==> config.mk <==
export PLATFORM = sky130hd
export DESIGN_NAME = conv_ctrl_fsm_flat
export DESIGN_NICKNAME = d
export VERILOG_FILES = /design/src/rtl/conv_ctrl_fsm_if.sv /design/src/rtl/conv_ctrl_fsm.sv /design/src/flat_wrapper.sv
export SDC_FILE = /design/constraint.sdc
export NUM_CORES = 1
export LEC_CHECK = 0
export ABC_AREA = 1
export ABC_CLOCK_PERIOD_IN_PS = 2200
export CAP_MARGIN = 20
export CORE_MARGIN = 2
export CORE_UTILIZATION = 40
export DETAILED_ROUTE_END_ITERATION = 8
export PLACE_DENSITY_LB_ADDON = 0.15
export SKIP_LAST_GASP = 1
export SYNTH_ARGS = -nofsm -noshare
export SYNTH_HDL_FRONTEND = slang
export SYNTH_SLANG_ARGS = --single-unit
==> constraint.sdc <==
create_clock -name CLK100MHZ -period 2.2 [get_ports CLK100MHZ]
set_clock_uncertainty 0.2 [all_clocks]
set_input_delay 0.44 -clock CLK100MHZ [delete_from_list [all_inputs] [get_ports CLK100MHZ]]
set_output_delay 0.44 -clock CLK100MHZ [all_outputs]
set_load 0.02 [all_outputs]
==> src/rtl/conv_ctrl_fsm_if.sv <==
// Command/status bundle between the micro GPIO side and the convolution controller.
// The controller takes the slave modport; the command source takes master.
interface conv_ctrl_fsm_if #(
  parameter int NB_ADDRESS = 10,
  parameter int NB_BLK     = 8
);
  logic                  i_start;
  logic                  i_next;
  logic                  i_ki;
  logic [NB_ADDRESS-1:0] i_last_addr;
  logic [NB_BLK-1:0]     i_nblk;
  logic                  o_sop;
  logic                  o_eop;
  logic                  o_chblk;
  logic                  o_valid;
  logic                  o_ki;
  logic [NB_ADDRESS-1:0] o_RAddr;
  logic [NB_ADDRESS-1:0] o_WAddr;
  logic                  o_wvalid;
  logic [NB_BLK-1:0]     o_blk_cnt;
  logic                  o_done;

  modport master (
    output i_start, i_next, i_ki, i_last_addr, i_nblk,
    input  o_sop, o_eop, o_chblk, o_valid, o_ki, o_RAddr, o_WAddr,
           o_wvalid, o_blk_cnt, o_done
  );

  modport slave (
    input  i_start, i_next, i_ki, i_last_addr, i_nblk,
    output o_sop, o_eop, o_chblk, o_valid, o_ki, o_RAddr, o_WAddr,
           o_wvalid, o_blk_cnt, o_done
  );
endinterface

==> src/rtl/conv_ctrl_fsm.sv <==
// Block-sequencing controller for the convolver: streams read addresses per block,
// tracks write-back addresses LATENCY cycles behind, and steps blocks on micro commands.
module conv_ctrl_fsm #(
  parameter int NB_ADDRESS = 10,
  parameter int LATENCY    = 3,
  parameter int NB_BLK     = 8
) (
  input  logic          CLK100MHZ,
  input  logic          rst,
  conv_ctrl_fsm_if.slave bus
);

  localparam logic [2:0] IDLE      = 3'd0;
  localparam logic [2:0] RUN       = 3'd1;
  localparam logic [2:0] FLUSH     = 3'd2;
  localparam logic [2:0] WAIT_NEXT = 3'd3;
  localparam logic [2:0] DONE      = 3'd4;

  localparam int           NB_LAT  = $clog2(LATENCY + 2);
  localparam logic [NB_LAT-1:0] LAT_MAX = NB_LAT'(LATENCY);

  logic [2:0]            state_q, state_d;
  logic                  start_prev_q, next_prev_q;
  logic                  ki_q, ki_d;
  logic [NB_ADDRESS-1:0] last_q, last_d;
  logic [NB_BLK-1:0]     nblk_m1_q, nblk_m1_d;
  logic [NB_BLK-1:0]     blk_q, blk_d;
  logic [NB_ADDRESS-1:0] rd_q, rd_d;
  logic [NB_ADDRESS-1:0] wr_q, wr_d;
  logic [NB_LAT-1:0]     lat_q, lat_d;
  logic                  chblk_q, chblk_d;

  logic start_edge, next_edge, in_blk, wvalid, wr_last;

  assign start_edge = bus.i_start & ~start_prev_q;
  assign next_edge  = bus.i_next & ~next_prev_q;
  assign in_blk     = (state_q == RUN) || (state_q == FLUSH);
  // Write-back trails the read stream by exactly LATENCY block cycles.
  assign wvalid     = in_blk && (lat_q == LAT_MAX);
  assign wr_last    = wvalid && (wr_q == last_q);

  always_comb begin
    state_d   = state_q;
    ki_d      = ki_q;
    last_d    = last_q;
    nblk_m1_d = nblk_m1_q;
    blk_d     = blk_q;
    rd_d      = rd_q;
    wr_d      = wr_q;
    lat_d     = lat_q;
    chblk_d   = 1'b0;
    case (state_q)
      IDLE: begin
        if (start_edge) begin
          state_d   = RUN;
          ki_d      = bus.i_ki;
          last_d    = bus.i_last_addr;
          nblk_m1_d = (bus.i_nblk == '0) ? '0 : bus.i_nblk - NB_BLK'(1);
          blk_d     = '0;
          rd_d      = '0;
          wr_d      = '0;
          lat_d     = '0;
        end
      end
      RUN, FLUSH: begin
        if (state_q == RUN) begin
          if (rd_q == last_q) state_d = FLUSH;
          else                rd_d    = rd_q + NB_ADDRESS'(1);
        end
        // Counters saturate at the last address so an all-ones height never wraps.
        if (!wvalid)       lat_d = lat_q + NB_LAT'(1);
        else if (!wr_last) wr_d  = wr_q + NB_ADDRESS'(1);
        if (wr_last) begin
          if (blk_q == nblk_m1_q) begin
            state_d = DONE;
          end else begin
            state_d = WAIT_NEXT;
            chblk_d = 1'b1;
          end
        end
      end
      WAIT_NEXT: begin
        if (next_edge) begin
          state_d = RUN;
          blk_d   = blk_q + NB_BLK'(1);
          rd_d    = '0;
          wr_d    = '0;
          lat_d   = '0;
        end
      end
      DONE:    state_d = IDLE;
      default: state_d = IDLE;
    endcase
  end

  always_ff @(posedge CLK100MHZ) begin
    if (rst) begin
      state_q      <= IDLE;
      start_prev_q <= 1'b1;
      next_prev_q  <= 1'b1;
      ki_q         <= 1'b0;
      last_q       <= '0;
      nblk_m1_q    <= '0;
      blk_q        <= '0;
      rd_q         <= '0;
      wr_q         <= '0;
      lat_q        <= '0;
      chblk_q      <= 1'b0;
    end else begin
      state_q      <= state_d;
      start_prev_q <= bus.i_start;
      next_prev_q  <= bus.i_next;
      ki_q         <= ki_d;
      last_q       <= last_d;
      nblk_m1_q    <= nblk_m1_d;
      blk_q        <= blk_d;
      rd_q         <= rd_d;
      wr_q         <= wr_d;
      lat_q        <= lat_d;
      chblk_q      <= chblk_d;
    end
  end

  assign bus.o_sop     = in_blk;
  assign bus.o_eop     = (state_q == IDLE) || (state_q == WAIT_NEXT) || (state_q == DONE);
  assign bus.o_chblk   = chblk_q;
  assign bus.o_valid   = (state_q == RUN);
  assign bus.o_ki      = ki_q;
  assign bus.o_RAddr   = rd_q;
  assign bus.o_WAddr   = wr_q;
  assign bus.o_wvalid  = wvalid;
  assign bus.o_blk_cnt = blk_q;
  assign bus.o_done    = (state_q == DONE);

endmodule

==> src/flat_wrapper.sv <==
// flat-port wrapper written by rule: the top's interface ports become plain ports
module conv_ctrl_fsm_flat 
#(
  parameter int NB_ADDRESS = 10,
  parameter int LATENCY    = 3,
  parameter int NB_BLK     = 8
)
  (CLK100MHZ, rst, bus_i_start, bus_i_next, bus_i_ki, bus_i_last_addr, bus_i_nblk, bus_o_sop, bus_o_eop, bus_o_chblk, bus_o_valid, bus_o_ki, bus_o_RAddr, bus_o_WAddr, bus_o_wvalid, bus_o_blk_cnt, bus_o_done);
  conv_ctrl_fsm_if #(.NB_ADDRESS(NB_ADDRESS), .NB_BLK(NB_BLK)) bus_i ();
  input  logic CLK100MHZ;
  input  logic rst;
  input wire logic [$bits(bus_i.i_start)-1:0] bus_i_start;
  input wire logic [$bits(bus_i.i_next)-1:0] bus_i_next;
  input wire logic [$bits(bus_i.i_ki)-1:0] bus_i_ki;
  input wire logic [$bits(bus_i.i_last_addr)-1:0] bus_i_last_addr;
  input wire logic [$bits(bus_i.i_nblk)-1:0] bus_i_nblk;
  output wire logic [$bits(bus_i.o_sop)-1:0] bus_o_sop;
  output wire logic [$bits(bus_i.o_eop)-1:0] bus_o_eop;
  output wire logic [$bits(bus_i.o_chblk)-1:0] bus_o_chblk;
  output wire logic [$bits(bus_i.o_valid)-1:0] bus_o_valid;
  output wire logic [$bits(bus_i.o_ki)-1:0] bus_o_ki;
  output wire logic [$bits(bus_i.o_RAddr)-1:0] bus_o_RAddr;
  output wire logic [$bits(bus_i.o_WAddr)-1:0] bus_o_WAddr;
  output wire logic [$bits(bus_i.o_wvalid)-1:0] bus_o_wvalid;
  output wire logic [$bits(bus_i.o_blk_cnt)-1:0] bus_o_blk_cnt;
  output wire logic [$bits(bus_i.o_done)-1:0] bus_o_done;
  assign bus_i.i_start = bus_i_start;
  assign bus_i.i_next = bus_i_next;
  assign bus_i.i_ki = bus_i_ki;
  assign bus_i.i_last_addr = bus_i_last_addr;
  assign bus_i.i_nblk = bus_i_nblk;
  assign bus_o_sop = bus_i.o_sop;
  assign bus_o_eop = bus_i.o_eop;
  assign bus_o_chblk = bus_i.o_chblk;
  assign bus_o_valid = bus_i.o_valid;
  assign bus_o_ki = bus_i.o_ki;
  assign bus_o_RAddr = bus_i.o_RAddr;
  assign bus_o_WAddr = bus_i.o_WAddr;
  assign bus_o_wvalid = bus_i.o_wvalid;
  assign bus_o_blk_cnt = bus_i.o_blk_cnt;
  assign bus_o_done = bus_i.o_done;
  conv_ctrl_fsm #(.NB_ADDRESS(NB_ADDRESS), .LATENCY(LATENCY), .NB_BLK(NB_BLK)) u_core (.CLK100MHZ(CLK100MHZ), .rst(rst), .bus(bus_i));
endmodule
# == After elaboration in Yosys (flattened, before gate mapping) ==
# Cells that the tools add are included.
# op_classes
addsub,5
eq_ne,17
n_mux,24
bitwise_logic,6
reduce_logical,17
# op_table
op,count
10-bit 2-to-1 mux,6
10-bit case mux with 3 select lines,2
3-bit 2-to-1 mux,9
8-bit 2-to-1 mux,3
10-bit by 1-bit adder with 10-bit output (second input constant),2
10-bit equality test,2
3-bit case mux with 3 select lines,2
8-bit case mux with 2 select lines,1
5-bit AND reduction,2
3-bit by 2-bit equality test with 1-bit output (second input constant),3
8-bit by 1-bit adder with 8-bit output (second input constant),1
8-bit equality test,1
8-bit zero test,1
2-bit inequality test (second input constant),4
4-bit AND reduction,2
8-bit by 1-bit subtractor with 8-bit output (second input constant),1
2-bit by 1-bit inequality test with 1-bit output (second input constant),3
1-bit NOT,4
3-bit by 1-bit adder with 3-bit output (second input constant),1
3-bit by 1-bit equality test with 1-bit output (second input constant),1
3-bit equality test (second input constant),1
3-bit zero test,1
1-bit logical OR,3
3-bit by 1-bit inequality test with 1-bit output (second input constant),1
10 further kinds,12
# totals
reg_bits,56
in_bits,23
output_inout_bits,35
elab_cells,80

# == Depth between registers and ports, before layout ==
# depth
depth_word,7
depth_mapped,12
mapped_depth_nobuf,12

# == Least setup slack after synthesis ==
# OpenSTA, ideal clock, no wires.
# synth_path
kind,reg2reg
start,"register u_core.rd_q[1], in the netlist u_core.bus.o_RAddr[1]"
end,"register u_core.rd_q[8], in the netlist u_core.bus.o_RAddr[8]"
setup_ps,116
arrival_time_ps,1491
required_time_ps,1884
slack_ps,394
stages_incl_launch_ff,11
n_path_buf,0
synth_period_minus_slack_ps,1806
cell_sequence,dfxtp_1 -> ha_1 -> nand3_1 -> nor2_1 -> nand2_1 -> nor2_1 -> nand2_1 -> nand2_1 -> nor2_1 -> o21ai_0 -> nor2_1
# synth_via
elab_chain_cells,4
elab_cells_between_ends,7
classes_between,add/sub (1); eq/ne (2); mux (3); reduce/logical (1)
# synth_rtl
item,line_no,text
"start, declared",conv_ctrl_fsm.sv:28,"logic [NB_ADDRESS-1:0] rd_q, rd_d;"
"start signal, assigned",conv_ctrl_fsm.sv:117,rd_q <= rd_d;
10-bit by 1-bit adder with 10-bit output,conv_ctrl_fsm.sv:68,else rd_d = rd_q + NB_ADDRESS'(1);
10-bit 2-to-1 mux,conv_ctrl_fsm.sv:67,if (rd_q == last_q) state_d = FLUSH;
10-bit 2-to-1 mux,conv_ctrl_fsm.sv:66,if (state_q == RUN) begin
10-bit case mux with 3 select lines,conv_ctrl_fsm.sv:52,case (state_q)
# Several ways; a longest one is shown, not always the timed one. The select of a mux whose other input is x is not followed.
# A chain may end at the register's enable or synchronous reset.

# == Worst setup path after layout ==
# layout_path
start,"register u_core.wr_q[5], in the netlist u_core.bus.o_WAddr[5]"
end,output port bus_o_WAddr[5]
# layout_rtl
item,line_no,text
"start, declared",conv_ctrl_fsm.sv:29,"logic [NB_ADDRESS-1:0] wr_q, wr_d;"
"start signal, assigned",conv_ctrl_fsm.sv:118,wr_q <= wr_d;
"end, declared",flat_wrapper.sv:23,output wire logic [$bits(bus_i.o_WAddr)-1:0] bus_o_WAddr;
# No word-level cell between the ends.

==> out/results.tsv <==
metric	value	unit
via density per instance	4.80	
post-cts resize count	5	
clock slew at the register clock pins of the worst setup and hold paths	0.10	ns
class of the most critical hold timing path	reg -> reg	
Clock Tree Buf Depth	2	
growth of design area from synthesis to finish	28.2	%
post-synth top area share	36.6	%
quantity of hold-fixing buffers added after cts	0	
post-route antenna net violation count	0	
unique cell type count in the Yosys netlist	32	
total clock sinks	56	
vias in the first global route	2939	
post-synthesis instance area	0.00306	mm2
Peak Freq	478	MHz
clock latency at the later pin of the worst-skew pair	0.31	ns
critical-path cell list	clkdlybuf4s50_1	
sum of negative setup slack	0	ns
leading post-synthesis cells by cell area	sky130_fd_sc_hd__dfxtp_1 (37%), sky130_fd_sc_hd__nand2_1 (16%), sky130_fd_sc_hd__inv_1 (6.5%)	
Post-Route Utilization	53.6	%
placeable core area	0.00733	mm2
Cells on Worst Hold Path	2	
crit path kind	reg -> out	
Data arrival, critical path	1.45	ns
worst reg2reg path endpoint	u_core.bus.o_WAddr[9]	
IR Drop Worst-Case VDD	0.000453	V
total number of yosys warnings	0	
most area-hungry cell type in the Yosys netlist	sky130_fd_sc_hd__dfxtp_1	
status	completed	
capturing instance or port of the critical path	bus_o_WAddr[5]	
clock tree from TritonCTS	built	
number of hold-slack violations in the final timing report	0	
Syn Nets	487	
buffering stage count on the worst path with inverters included	1	
number of antenna violations at the first check in global routing	0	
timing startpoint of the critical path	u_core.bus.o_WAddr[5]	
leakage power	0.00163	uW
final period demand of the worst path	2.09	ns
area of all placed cells without fillers	0.00393	mm2
number of standard cells after synthesis	457	
Primary FF master, synth	sky130_fd_sc_hd__dfxtp_1	
Die Width	91.5	um
beginning of the worst hold path	u_core.lat_q[1]	
Critical R2R Launch	u_core.lat_q[0]	
cell at the root of the clock tree	sky130_fd_sc_hd__clkbuf_8	
Worst Setup End Kind	output pin	
maximum single-stage delay on the critical path	0.66	ns
number of buffers inserted by port buffering	57	
Mapped Avg Cell Area	6.70	um2
standard-cell rows	31	
async set-or-reset flop fraction in the synthesized netlist	0	%
number of gates on the worst path with buffers counted	1	
post-detailed-route wirelength per cell	12.3	um
number of optimization iterations in the first detailed-route pass	4	
wire length of the first global-routing pass	13400	um
number of synthesized flops with an enable pin	0	
worst-case setup margin in the final layout	0.107	ns
length in cells of the worst reg-to-reg path	10	
fraction of layout instances using a drive strength above 1	7.72	%
share of synthesized area occupied by flip-flops and latches	36.6	%
HPWL Detailed	6020	um
largest fanout on the critical path	7	
Startpoint Class	flop	
die outline area	0.00837	mm2
unrepaired setup endpoints after global routing	false	
slew at the pin closest to its max-slew limit	0.378	ns
post-detailed-placement cell area	0.00385	mm2
Chip Height	91.5	um
power per unit of standard cell area	855	mW/mm2
data required time at the worst endpoint	1.56	ns
DR iter-0 viols	116	
final count of negative-setup-slack endpoints	0	
Slowest cell on crit path	sky130_fd_sc_hd__clkdlybuf4s50_1	
total track usage	19.3	%
slack of the worst reg-to-reg path	0.26	ns
I/O pin cnt	58	
post-detailed-routing wire length	7740	um
Relative slew margins	74.6	%
diode insertion count for antenna repair	0	
H-tree depth	2	
number of violations of the max-capacitance limit	0	
drt drc	0	
cell type group with the largest total delay on the critical path	buffers and inverters	
post-CTS setup buffer count	0	
initial core utilization	41.8	%
routed vias	3022	
total of flip-flops plus latches after synthesis	56	
pin count of the biggest net entering global routing	21	
worst setup slack before clock tree synthesis	-0.0695	ns
period utilization	95.1	%
cts bufs inserted	5	
net total in the final layout	560	
total global routing overflow	0	
RePlAce Congestion	0.852	
final-report max-slew violation count	0	
cells in the final DEF (no fill, tap or decap), types with 15 or more instances in the layout:
| cell | instances |
|---|---|
| sky130_fd_sc_hd__nand3_1 | 19 |
| sky130_fd_sc_hd__nand2_1 | 129 |
| sky130_fd_sc_hd__inv_1 | 53 |
| sky130_fd_sc_hd__buf_4 | 16 |
| sky130_fd_sc_hd__o21ai_0 | 30 |
| sky130_fd_sc_hd__nor2_1 | 49 |
| sky130_fd_sc_hd__xnor2_1 | 15 |
| sky130_fd_sc_hd__dfxtp_1 | 56 |
| sky130_fd_sc_hd__a21oi_1 | 38 |
| sky130_fd_sc_hd__clkdlybuf4s50_1 | 52 |
metal layers:
| layer | up-vias | wire length [um] | global-route usage, % |
|---|---|---|---|
| met5 | - | 0 | 0 |
| met4 | 0 | 80 | 4.92 |
| met3 | 6 | 377 | 3.98 |
| met2 | 66 | 3480 | 32.2 |
| met1 | 1351 | 3810 | 25.3 |
| li1 | 1599 | - | - |
worst min path at each step:
stage,end
6_report,u_core.lat_q[1]
5_1_grt,u_core.lat_q[2]
4_1_cts,u_core.lat_q[1]
3_5_place_dp,u_core.lat_q[1]
3_3_place_gp,u_core.lat_q[2]
2_1_floorplan,u_core.lat_q[2]
cell usage after synthesis, types with 2 or more instances:
cell / instances
sky130_fd_sc_hd__and3_1: 2
sky130_fd_sc_hd__inv_2: 3
sky130_fd_sc_hd__nor2_2: 3
sky130_fd_sc_hd__nor3_1: 9
sky130_fd_sc_hd__nand4_1: 5
sky130_fd_sc_hd__ha_1: 7
sky130_fd_sc_hd__nor3b_1: 3
sky130_fd_sc_hd__inv_1: 53
sky130_fd_sc_hd__xnor2_1: 15
sky130_fd_sc_hd__nand2_4: 2
sky130_fd_sc_hd__o21ai_0: 30
sky130_fd_sc_hd__xor2_1: 11
sky130_fd_sc_hd__a21oi_1: 38
sky130_fd_sc_hd__dfxtp_1: 56
sky130_fd_sc_hd__o21ai_2: 2
sky130_fd_sc_hd__clkbuf_1: 5
sky130_fd_sc_hd__nor2_1: 49
sky130_fd_sc_hd__nand2_2: 2
sky130_fd_sc_hd__nor2_4: 3
sky130_fd_sc_hd__nand2_1: 129
sky130_fd_sc_hd__nand3_1: 19
area by class of cell:
type                    count  area (um2)
clock buffers               8        90.1
fillers                   712        3400
inverters                  57         219
multi-input cells         337        1700
flip-flops and latches     56        1120
well taps                  99         124
repair buffers             73         677
worst reg2reg max path, cell delays in order, from the launching register on:
cell	delay (ns)
sky130_fd_sc_hd__dfxtp_1	0.33
sky130_fd_sc_hd__ha_1	0.20
sky130_fd_sc_hd__ha_1	0.22
sky130_fd_sc_hd__nand2_4	0.08
sky130_fd_sc_hd__buf_4	0.13
sky130_fd_sc_hd__nor2_4	0.04
sky130_fd_sc_hd__nand2_2	0.09
sky130_fd_sc_hd__nand2_2	0.08
sky130_fd_sc_hd__nor2_1	0.25
sky130_fd_sc_hd__nand2_1	0.10
sky130_fd_sc_hd__a21oi_1	0.15
report_power, final:
group,internal (uW),total (uW),switching (uW)
sequential,1110,1220,109
clock,258,579,321
combinational,567,1550,987
kinds of logic (layout without fill, tap and decap cells):
logic type,Yosys count,count (layout),share of synthesized area (%)
compound gates,75,75,12.9
xor+xnor,26,26,7.43
fa+ha+maj,7,7,2.86
buf+inv,64,138,8.05
flops,56,56,36.6
simple gates,229,229,32.1
per-stage QoR:
| step | hold slack, ns | std cells | power (uW) |
|---|---|---|---|
| after floorplan | 0.239 | 457 | 2250 |
| after global placement | 0.249 | 622 | 2820 |
| after detailed placement | 0.264 | 622 | 2850 |
| after CTS | 0.277 | 630 | 3400 |
| after global routing | 0.294 | 630 | 3620 |
| final | 0.275 | 630 | 3360 |
sequential cells by signal, indices dropped and copies added, names as in the netlist:
| signal | cells |
|---|---|
| u_core.next_prev_q | 1 |
| u_core.nblk_m1_q | 8 |
| u_core.bus.o_chblk | 1 |
| u_core.bus.o_WAddr | 10 |
| u_core.bus.o_blk_cnt | 8 |
| u_core.state_q | 3 |
| u_core.lat_q | 3 |
| u_core.bus.o_ki | 1 |
| u_core.start_prev_q | 1 |
| u_core.bus.o_RAddr | 10 |
| u_core.last_q | 10 |
Note: power is estimated with default switching activity, not from simulation.
